==> src/rtl/fetch_controller.sv <==
// Fetch stage: owns the PC, drives the combinational instruction memory and
// presents each fetched word to decode through a one-entry valid/ready stage.
module fetch_controller #(
  parameter logic [9:0] START_ADDR  = 10'd0,
  parameter logic [2:0] HALT_OPCODE = 3'b111
) (
  input  logic        clk,
  input  logic        reset,
  input  logic        start,
  output logic [9:0]  imem_addr,
  input  logic [15:0] imem_data,
  output logic        instr_valid,
  input  logic        instr_ready,
  output logic [15:0] instr_out,
  output logic [9:0]  pc_out,
  input  logic        redirect_valid,
  input  logic [9:0]  redirect_pc,
  output logic        halted,
  output logic [15:0] fetch_count
);

  typedef enum logic [1:0] {IDLE, RUN, HALTED} state_t;

  state_t     state;
  logic [9:0] pc;
  logic       slot_free;
  logic       fetch;
  logic       redirect_take;

  assign slot_free     = !instr_valid | instr_ready;
  assign fetch         = (state == RUN) & slot_free & !redirect_valid;
  // Redirects are meaningless before the first start.
  assign redirect_take = redirect_valid & (state != IDLE);
  assign imem_addr     = pc;
  assign halted        = (state == HALTED);

  always_ff @(posedge clk or posedge reset) begin
    if (reset) begin
      state       <= IDLE;
      pc          <= START_ADDR;
      instr_valid <= 1'b0;
      instr_out   <= '0;
      pc_out      <= '0;
      fetch_count <= '0;
    end else begin
      if (redirect_take) begin
        instr_valid <= 1'b0;
        pc          <= redirect_pc;
        state       <= RUN;
      end else if (fetch) begin
        instr_out   <= imem_data;
        pc_out      <= pc;
        instr_valid <= 1'b1;
        pc          <= pc + 10'd1;
        if (fetch_count != '1)
          fetch_count <= fetch_count + 16'd1;
        if (imem_data[15:13] == HALT_OPCODE)
          state <= HALTED;
      end else begin
        if (instr_valid & instr_ready)
          instr_valid <= 1'b0;
        if (start && state != RUN) begin
          state <= RUN;
          pc    <= START_ADDR;
        end
      end
    end
  end

endmodule
==> config.mk <==
export PLATFORM = sky130hd
export DESIGN_NAME = fetch_controller
export DESIGN_NICKNAME = d
export VERILOG_FILES = /design/src/rtl/fetch_controller.sv
export SDC_FILE = /design/constraint.sdc
export NUM_CORES = 1
export LEC_CHECK = 0
export ABC_AREA = 0
export CORE_MARGIN = 2
export CORE_UTILIZATION = 45
export CTS_CLUSTER_SIZE = 30
export DETAILED_ROUTE_END_ITERATION = 12
export PLACE_DENSITY = 0.79
export REMOVE_ABC_BUFFERS = 1
export SLEW_MARGIN = 0
export SYNTH_ARGS = -nofsm -noshare
export SYNTH_HDL_FRONTEND = slang
export SYNTH_SLANG_ARGS = --single-unit
==> constraint.sdc <==
create_clock -name clk -period 5.5 [get_ports clk]
set_input_delay 1.1 -clock clk [delete_from_list [all_inputs] [get_ports clk]]
set_output_delay 1.1 -clock clk [all_outputs]
set_load 0.005 [all_outputs]
* Word-level counts from Yosys, hierarchy flattened
Cells that the tools add are included.
** Word-level totals
- Input port bits :: 31
- Output and inout port bits :: 54
- Flip-flop bits (word level) :: 55
** Operators by class
- Equal/unequal tests :: 6
- Add/sub/neg operators :: 2
- Mux-type cells :: 10
- Bitwise operators :: 6
- Reductions and logical operators :: 9
** Operator list (count)
- 10-bit two-way mux :: 3
- 16-bit by 1-bit adder with 16-bit output, second input constant :: 1
- 16-bit != test, second input constant :: 1
- 10-bit by 1-bit adder with 10-bit output, second input constant :: 1
- 2-bit two-way mux :: 4
- 3-bit nonzero test :: 2
- 1-bit bitwise AND :: 4
- 2-bit AND reduction :: 2
- 3-bit == test, second input constant :: 1
- 1-bit two-way mux :: 3
- 3-bit by 1-bit != test with 1-bit output, second input constant :: 1
- 3-bit AND reduction :: 1
- 2-bit by 1-bit == test with 1-bit output, second input constant :: 1
- 2-bit == test, second input constant :: 1
- 1-bit logical NOT :: 2
- 2-bit by 1-bit != test with 1-bit output, second input constant :: 1
- 2-bit nonzero test :: 1
- 1-bit logical AND :: 1
- 1-bit NOT :: 1
- 1-bit bitwise OR :: 1

* Longest topological paths before layout
Gate-level depths: netlist of run 1.
- Word-level depth :: 6
- Depth in mapped cells :: 6
- Gate-level depth less buffers :: 5

* Least setup slack after synthesis of run 1
Ideal clock, no wire load.
- Path type :: input -> register
- Start point :: in redirect_valid
- End point :: reg fetch_count[6]
- Data required time :: 5421 ps
- Setup slack :: 3058 ps
- Stages :: 5
- Arrival :: 2363 ps
- Path through :: or3b_1 -> buf_2 -> or3_4 -> a311oi_2 -> xor2_1
** Between the ends
- Word-level cells in the longest chain between the ends :: 3
- Elaborated cells between the ends (all ways) :: 5
- Those cells by class :: 3 x bitwise; 2 x reduce/logical
** RTL lines
- from (decl) :: RTL line 16 : input logic redirect_valid,
- 1-bit logical NOT / 1-bit bitwise AND (equally long branches) :: RTL line 31, 33
- 1-bit bitwise AND / 1-bit NOT (equally long branches)
- 3-bit AND reduction (no source line) (*)
- to (signal assigned) :: RTL line 56 : fetch_count <= fetch_count + 16'd1;
- to (decl) :: RTL line 19 : output logic [15:0] fetch_count
Every way passes the cells marked *; elsewhere a longest branch is shown, timed or not.
A chain may end at the register's enable or synchronous reset.

* Worst setup path in the final report of run 1
- Start point :: in redirect_valid
- End point :: reg fetch_count[15]
The elaborated chain is that of the path after synthesis.

==> impl_metrics.py, run 1 <==
metrics = {
    "synthesis": {
        "syn_avg_cell_area_sq_um": 9.575,
        "synthArstFlopShare_pct": 100.0,
        "ys_types": 44,
        "synth_flop_cell": "dfrtp_1",
        "synthesis.area_sq_mm": 0.002509,
        "yosys_warnings": 0,
        "ys_ff_latch": 55,
        "synthCells": 262,
        "synth_area_leaders": "dfrtp_1 (55%), nand2_1 (13%), xor2_1 (3.5%)",
        "synth-seq-area-share_pct": 54.86,
        "synth_top_cell_area_share_pct": 54.86,
        "synth-edff-count": 0,
        "yosysTopAreaCell": "dfrtp_1",
    },
    "cts": {
        "cts_buffers": 5,
        "clk_pin_slew_ps": 100,
        "clock_path_buffers": 2,
        "cts_resized": 0,
        "clock_latency_ps": 310,
        "cts_tree": "built",
        "cts.sinks": 55,
        "root_buffer": "clkbuf_8",
        "hold_buffers": 0,
        "postCtsSetupRepairBufs": 0,
        "htree_levels": 2,
    },
    "layout": {
        "final-seq-area_sq_mm": 0.001376,
        "fin_nets": 379,
        "final_cell_mix": "nand2_1 (89), clkdlybuf4s50_1 (84), dfrtp_1 (55)",
        "area_growth_syn_to_layout_pct": 39.80,
        "fin_cells": 419,
        "fillers": 448,
        "drive_gt1_share_pct": 5.187,
        "layout_commonest_cell": "nand2_1",
        "multiInputGateArea_sq_mm": 0.001077,
        "diodes": 0,
    },
    "floorplanning": {
        "core-area_sq_mm": 0.005439,
        "start_util_pct": 46.12,
        "dieArea_sq_mm": 0.006188,
        "rows": 27,
        "die_x_um": 78.67,
        "io_pins": 85,
        "die_h_um": 78.67,
    },
    "timing": {
        "setup_violations": 0,
        "grt_setup_unrepaired": "no",
        "maxSlewViolCount": 0,
        "period_needed_ps": 2767,
        "hold_viol_final": 0,
        "fin_ws_ps": 2733,
        "finalCritPeriodShare_pct": 50.31,
        "fmax_ghz": 0.3614,
        "fin_skew_ps": 9.316,
        "setup_tns_ps": 0,
        "worstMarginPinSlew_ps": 737.3,
        "relSlewSlack_pct": 50.40,
    },
    "place": {
        "placed_cells": 411,
        "place_hpwl_mm": 4.166,
        "place_congestion": 0.8233,
        "port_buffers": 84,
        "pre_cts_ws_ps": 2418,
    },
    "routing": {
        "firstDrtPassIters": 4,
        "vias": 2195,
        "viasPerCell": 5.239,
        "remaining_drc_errors": 0,
        "avgRoutedWirePerCell_um": 14.10,
        "ant_nets": 0,
        "drt_wl_total_mm": 5.908,
        "drtIter0Drc": 149,
    },
    "grt": {
        "gr-total-overflow": 0,
        "grt_pass1_vias": 2190,
        "grt_usage_pct": 20.94,
        "grt_pass1_wl_mm": 10.32,
        "grt_max_degree": 56,
        "antenna_found_initial": 0,
    },
    "outcome": {
        "status": "finished clean",
    },
    "pwr": {
        "p_per_area_mw_per_mm2": 379.7,
        "p_leak_nw": 1.584,
        "ir_drop_mv": 0.1943,
        "total_power_mw": 1.332,
    },
    "worst_setup_path": {
        "worstSetupEndpointType": "register",
        "cp-start-kind": "input pin",
        "crit_fanout": 8,
        "r2r_cells": 4,
        "required_ps": 5710,
        "timing.rr.start": "fetch_count[10]",
        "rrSetupSlack_ps": 3450,
        "cp-startpoint": "redirect_valid",
        "endpoint": "fetch_count[15]",
        "critical_path_class": "in2reg",
        "worst_ep_arrival_time_ps": 2970,
        "reg2reg_to": "fetch_count[1]",
    },
    "worst_hold_path": {
        "hp-class": "reg2reg",
    },
    "flow_run": {
        "maxCapViolCount": 0,
    },
}
==> cell families after synthesis <==
logic type,count (synthesis),synth area share [%]
AO/OA/AOI/OAI,34,10.32
AND/OR/NAND/NOR,142,26.04
XOR/XNOR,11,3.840
adder cells (fa/ha/maj),2,0.9973
multiplexers,4,1.746
buffers and inverters,14,2.194
flip-flops,55,54.86
==> flip-flops by register name, indices dropped and copies added, names as in the netlist <==
register and cells:
instr_out 16, instr_valid 1, imem_addr 10, fetch_count 16
state 2, pc_out 10
==> power breakdown <==
group | leakage (nW) | internal (mW) | switching, mW
clock | 0.0412 | 0.0893 | 0.130
combinational | 0.858 | 0.291 | 0.191
sequential | 0.685 | 0.517 | 0.114
total | 1.58 | 0.897 | 0.435
==> per-stage QoR <==
| stage | cell area (sq um) | hold slack [ps] | util (%) |
|---|---|---|---|
| floorplan | 2469 | 469.7 | - |
| global placement | 3422 | 458.2 | 62.92 |
| detailed placement | 3422 | 460.8 | 62.92 |
| CTS | 3507 | 486.7 | 64.48 |
| global route | 3507 | 510.5 | 64.48 |
| finish | 3507 | 481.7 | 64.48 |
==> worst max-delay path, cell delays in order <==
cell             delay (ps)
clkdlybuf4s50_1         510
nor3b_2                 270
nand4_1                 320
nor4_1                  400
mux2_2                  370
==> final cells by class <==
type	instances	share of cell area (%)
timing repair buffer	87	24.62
sequential	55	39.24
tap	72	2.569
multi-input combinational	193	30.72
inverter	4	0.4281
clock inverter	2	0.3568
clock buffer	6	2.069
==> synth_stat cells (2+ instances only) <==
library cell  number
o21ai_0            7
clkbuf_1           8
nor4_1             9
o31ai_1            2
a221o_1            5
ha_1               2
nor3_1             7
and4_1             3
buf_2              2
xor2_1            10
a21oi_1            2
a311oi_1           2
nand4_1            7
o211ai_1           2
inv_1              4
nand2_1           89
mux2_2             3
dfrtp_1           55
nor2_1             7
nand3_1           10
a21o_1             3
==> routing by layer <==
layer	wire (um)	share of wire (%)	track usage (%)	vias up
met2	2751	47	32.91	75
met3	438	7.4	6.897	5
met1	2649	45	27.89	1031
met4	68	1.2	5.614	0
li1	-	-	-	1084
met5	0	0	0	-
==> how the worst min path moves through the flow <==
stage | start | endpoint | cells past startpoint
2_1_floorplan | instr_out[0] | instr_out[0] | 2
3_3_place_gp | instr_out[5] | instr_out[5] | 2
5_1_grt | instr_out[1] | instr_out[1] | 2
6_report | instr_out[7] | instr_out[7] | 2
3_5_place_dp | pc_out[9] | pc_out[9] | 2
4_1_cts | instr_out[8] | instr_out[8] | 2
Power figures use the tool's default switching activity.
==> inputs of run 2 (changes only) <==
Settings changed: CORE_UTILIZATION 45 to 41, PLACE_DENSITY 0.79 to 0.76.
Clock period 5.5 ns to 2.4 ns, I/O delays scaled along.
==> run 2 against run 1 <==
  * First-iteration DRC count fell by 12%
  * Total power rose by 140%
  * Cell area rose by 3.6%
  * Critical path type unchanged
  * Largest power group unchanged
==> impl_metrics.py, run 2 (synthesis results as in run 1) <==
metrics = {
    "outcome": {
        "status": "finished clean",
    },
    "floorplanning": {
        "dieArea_sq_mm": 0.006760,
        "core-area_sq_mm": 0.005921,
        "rows": 28,
        "die_h_um": 82.22,
        "die_x_um": 82.22,
        "start_util_pct": 42.37,
        "io_pins": 85,
    },
    "cts": {
        "hold_buffers": 0,
        "cts_resized": 0,
        "root_buffer": "clkbuf_8",
        "cts_buffers": 5,
        "htree_levels": 2,
        "clock_latency_ps": 310,
        "clock_path_buffers": 2,
        "cts_tree": "built",
        "clk_pin_slew_ps": 100,
        "postCtsSetupRepairBufs": 0,
        "cts.sinks": 55,
    },
    "layout": {
        "layout_commonest_cell": "nand2_1",
        "fillers": 514,
        "area_growth_syn_to_layout_pct": 44.84,
        "top_regs": "fetch_count x16, instr_out x16",
        "fin_nets": 388,
        "utilization_pct": 61.37,
        "drive_gt1_share_pct": 7.324,
        "diodes": 0,
        "final_cell_mix": "nand2_1 (89), clkdlybuf4s50_1 (84), dfrtp_1 (55)",
    },
    "worst_setup_path": {
        "critPathBufInv": 1,
        "slowest_stage": "o31a_1",
        "cp_cell_sequence": "clkdlybuf4s50_1 -> nor4bb_1 -> o31a_1 -> o21ai_0 -> o311ai_0",
        "required_ps": 2560,
        "worstSetupEndpointType": "register",
        "cp-start-kind": "input pin",
        "crit_fanout": 14,
        "worst_ep_arrival_time_ps": 2120,
        "path_delay_family": "compound AO/OA/AOI/OAI gates",
        "critPathMaxStageDelay_ps": 490,
        "critical_path_class": "in2reg",
    },
    "grt": {
        "grt_usage_pct": 19.63,
        "grt_max_degree": 37,
        "grt_pass1_wl_mm": 10.23,
        "grt_pass1_vias": 2212,
        "grt_busiest_layer": "met2",
        "antenna_found_initial": 0,
        "grtUsageMet2_pct": 31.21,
        "use_met1_pct": 25.82,
        "use_met3_pct": 5.978,
        "gr-total-overflow": 0,
    },
    "place": {
        "pre_cts_ws_ps": 122.8,
        "place_hpwl_mm": 4.393,
        "port_buffers": 84,
        "place_congestion": 0.8065,
    },
    "routing": {
        "drtIter0Drc": 131,
        "ant_nets": 0,
        "drt_wl_total_mm": 6.096,
        "firstDrtPassIters": 4,
        "remaining_drc_errors": 0,
        "avgRoutedWirePerCell_um": 14.18,
        "vias": 2228,
        "viasPerCell": 5.181,
    },
    "timing": {
        "finalCritPeriodShare_pct": 81.60,
        "grt_setup_unrepaired": "no",
        "relSlewSlack_pct": 66.72,
        "maxSlewViolCount": 0,
        "period_needed_ps": 1958,
        "setup_tns_ps": 0,
        "hold_viol_final": 0,
        "setup_violations": 0,
        "fmax_ghz": 0.5106,
        "worstMarginPinSlew_ps": 499.3,
        "fin_skew_ps": 11.30,
        "fin_ws_ps": 441.6,
        "hold-worst-slack_ps": 482.1,
    },
    "pwr": {
        "ir_drop_mv": 0.4838,
        "p_per_area_mw_per_mm2": 883.7,
        "p_leak_nw": 1.650,
    },
    "flow_run": {
        "maxCapViolCount": 0,
    },
    "worst_hold_path": {
        "hp-class": "in2async",
    },
}
[run 2: path summary, 6_finish.rpt]
kind,from,slack (ps),to,cells past startpoint
setup / recovery,redirect_valid,440,imem_addr[6],5
hold / removal,reset,480,fetch_count[14],2
setup reg to reg,fetch_count[0],550,fetch_count[6],5
hold reg to reg,instr_out[7],480,instr_out[7],2
max in group asynchronous,reset,1360,imem_addr[5],3
min in group clk,instr_out[7],480,instr_out[7],2
[run 2: routing by layer]
metal / vias to the layer above / wire, um
li1: 1096 / -
met2: 63 / 2855
met1: 1060 / 2773
met4: 0 / 87
met5: - / 0
met3: 9 / 380
[run 2: where the power goes]
group	internal [mW]	total, mW	switching, mW
Combinational	0.705	1.16	0.455
Sequential	1.18	1.45	0.262
Clock	0.307	0.604	0.298
Total	2.20	3.21	1.01
[run 2: area by class of cell]
cell class	count	area [sq um]	area share [%]
multi-input combinational	193	1077	29.65
timing repair buffer	96	968.4	26.65
inverter	4	15.01	0.4132
clock buffer	6	72.57	1.997
tap	75	93.84	2.583
clock inverter	1	30.03	0.8264
sequential	55	1376	37.88
[run 2: stage by stage]
stage / cells / cell area [sq um] / power, mW
finish: 430 / 3633 / 3.211
global route: 430 / 3633 / 3.440
CTS: 430 / 3633 / 3.250
detailed placement: 423 / 3531 / 2.632
global placement: 423 / 3531 / 2.597
floorplan: 252 / 2469 / 1.855
==> inputs of run 3 (changes only) <==
Clock period 2.4 ns to 1.57 ns, I/O delays scaled along.
==> run 3 against run 2 <==
  * Die area did not move
  * Non-clock buffer count grew 82
  * Critical path type is now reg2reg
  * The run now ends with negative setup slack left
  * Clock skew is 1.4 ps higher
  * Flip-flop and latch count stayed put
  * Register-to-register slack worse by 850 ps
==> impl_metrics.py, run 3 (synthesis results as in run 1) <==
metrics = {
    "worst_setup_path": {
        "cp_cell_sequence": "buf_6 -> nor3b_4 -> nand4_1 -> buf_6 -> nor4_2 -> xor2_1",
        "critPathMaxStageDelay_ps": 440,
        "crit_fanout": 6,
        "critical_path_class": "reg2reg",
        "crit_top_cell": "buf_6",
        "cp-start-kind": "register",
        "slowest_stage": "dfrtp_1",
        "critPathBufInv": 2,
        "path_delay_family": "simple AND/OR/NAND/NOR gates",
        "worst_ep_arrival_time_ps": 2110,
        "required_ps": 1810,
        "worstSetupEndpointType": "register",
    },
    "cts": {
        "cts.sinks": 55,
        "clock_path_buffers": 2,
        "htree_levels": 2,
        "hold_buffers": 0,
        "root_buffer": "clkbuf_8",
        "clock_latency_ps": 310,
        "cts_tree": "built",
        "clk_pin_slew_ps": 100,
        "cts_buffers": 5,
    },
    "layout": {
        "fin_nets": 471,
        "final_cell_mix": "nand2_1 (88), buf_4 (76), clkdlybuf4s50_1 (63)",
        "diodes": 0,
        "layout_commonest_cell": "nand2_1",
        "area_growth_syn_to_layout_pct": 78.40,
        "utilization_pct": 75.59,
        "drive_gt1_share_pct": 30.75,
        "fin_cells": 514,
        "fillers": 384,
        "top_regs": "fetch_count x16, instr_out x16",
    },
    "floorplanning": {
        "die_x_um": 82.22,
        "io_pins": 85,
        "start_util_pct": 42.37,
        "dieArea_sq_mm": 0.006760,
        "core-area_sq_mm": 0.005921,
        "rows": 28,
        "die_h_um": 82.22,
    },
    "timing": {
        "setup_violations": 56,
        "maxSlewViolCount": 0,
        "hold-worst-slack_ps": 357.1,
        "finalCritPeriodShare_pct": 119.1,
        "hold_viol_final": 0,
        "worstMarginPinSlew_ps": 617.0,
        "fmax_ghz": 0.5350,
        "relSlewSlack_pct": 58.31,
        "setup_tns_ps": -5605,
        "fin_ws_ps": -299.3,
        "period_needed_ps": 1869,
        "fin_skew_ps": 12.71,
        "grt_setup_unrepaired": "yes",
    },
    "pwr": {
        "total_power_mw": 5.681,
        "p_per_area_mw_per_mm2": 1269,
        "ir_drop_mv": 0.6774,
        "p_leak_nw": 2.195,
    },
    "outcome": {
        "violations": "negative setup slack",
        "status": "complete, but fails checks",
    },
    "worst_hold_path": {
        "hp-class": "in2async",
    },
    "place": {
        "placed_cells": 465,
        "place_hpwl_mm": 4.929,
        "port_buffers": 84,
        "place_congestion": 0.8281,
    },
    "grt": {
        "grt_max_degree": 56,
        "grt_usage_pct": 24.71,
        "grt_pass1_wl_mm": 12.77,
        "gr-total-overflow": 0,
        "grt_pass1_vias": 2740,
        "antenna_found_initial": 0,
    },
    "routing": {
        "drt_wl_total_mm": 9.027,
        "drtIter0Drc": 202,
        "remaining_drc_errors": 0,
        "vias": 2874,
        "viasPerCell": 5.591,
        "ant_nets": 0,
        "avgRoutedWirePerCell_um": 17.56,
        "firstDrtPassIters": 6,
    },
    "flow_run": {
        "maxCapViolCount": 0,
    },
}
[run 3: worst paths after layout]
kind | start | end | depth (start not counted) | slack [ps]
worst min-delay path | reset | fetch_count[15] | 3 | 360
worst max register to register | state[1] | fetch_count[14] | 6 | -300
worst min register to register | instr_out[9] | instr_out[9] | 2 | 490
min in group clk | instr_out[9] | instr_out[9] | 2 | 490
worst max-delay path | state[1] | fetch_count[14] | 6 | -300
max in group asynchronous | reset | state[0] | 3 | 950
[run 3: timing repair]
item | CTS | global route
setup endpoints to repair | 73 | 59
gates cloned | 1 | 1
hold endpoints to repair | 0 | 0
pin swaps | 6 | 12
setup buffers | 25 | 15
resized for setup | 56 | 24
[run 3: worst register-to-register path, delay by kind of cell, from the launching register on]
family	cells	cell delay [ps]
buffers and inverters	2	360
AND/OR/NAND/NOR	3	810
XOR/XNOR	1	190
flip-flops	1	440
[run 3: cell type report]
cell class | instances | area [sq um] | share of cell area (%)
inverters | 4 | 15.01 | 0.3355
multi-input cells | 194 | 1266 | 28.29
clock buffers | 8 | 100.1 | 2.237
well taps | 75 | 93.84 | 2.097
repair buffers | 178 | 1622 | 36.23
flip-flops and latches | 55 | 1379 | 30.81
[run 3: routing by layer]
metal	vias to the layer above	share of wire, %	GRT usage, %
met5	-	0	0
met4	0	3.0	7.500
met3	29	7.6	5.652
met2	160	50	42.90
met1	1413	40	30.54
li1	1272	-	-
[run 3: through the flow]
stage                     worst slack [ps]  instance area, sq um
after global placement              -533.5                  3834
after detailed placement            -559.3                  3834
after global routing                -308.7                  4476
after CTS                           -132.7                  4265
final                               -299.3                  4476
after floorplan                     -400.6                  2469
[run 3: report_power, final]
part / leakage, nW / switching [mW] / internal [mW]
registers: 0.683 / 0.270 / 1.81
logic: 1.46 / 1.16 / 1.57
clock network: 0.0515 / 0.468 / 0.404
total: 2.19 / 1.89 / 3.79
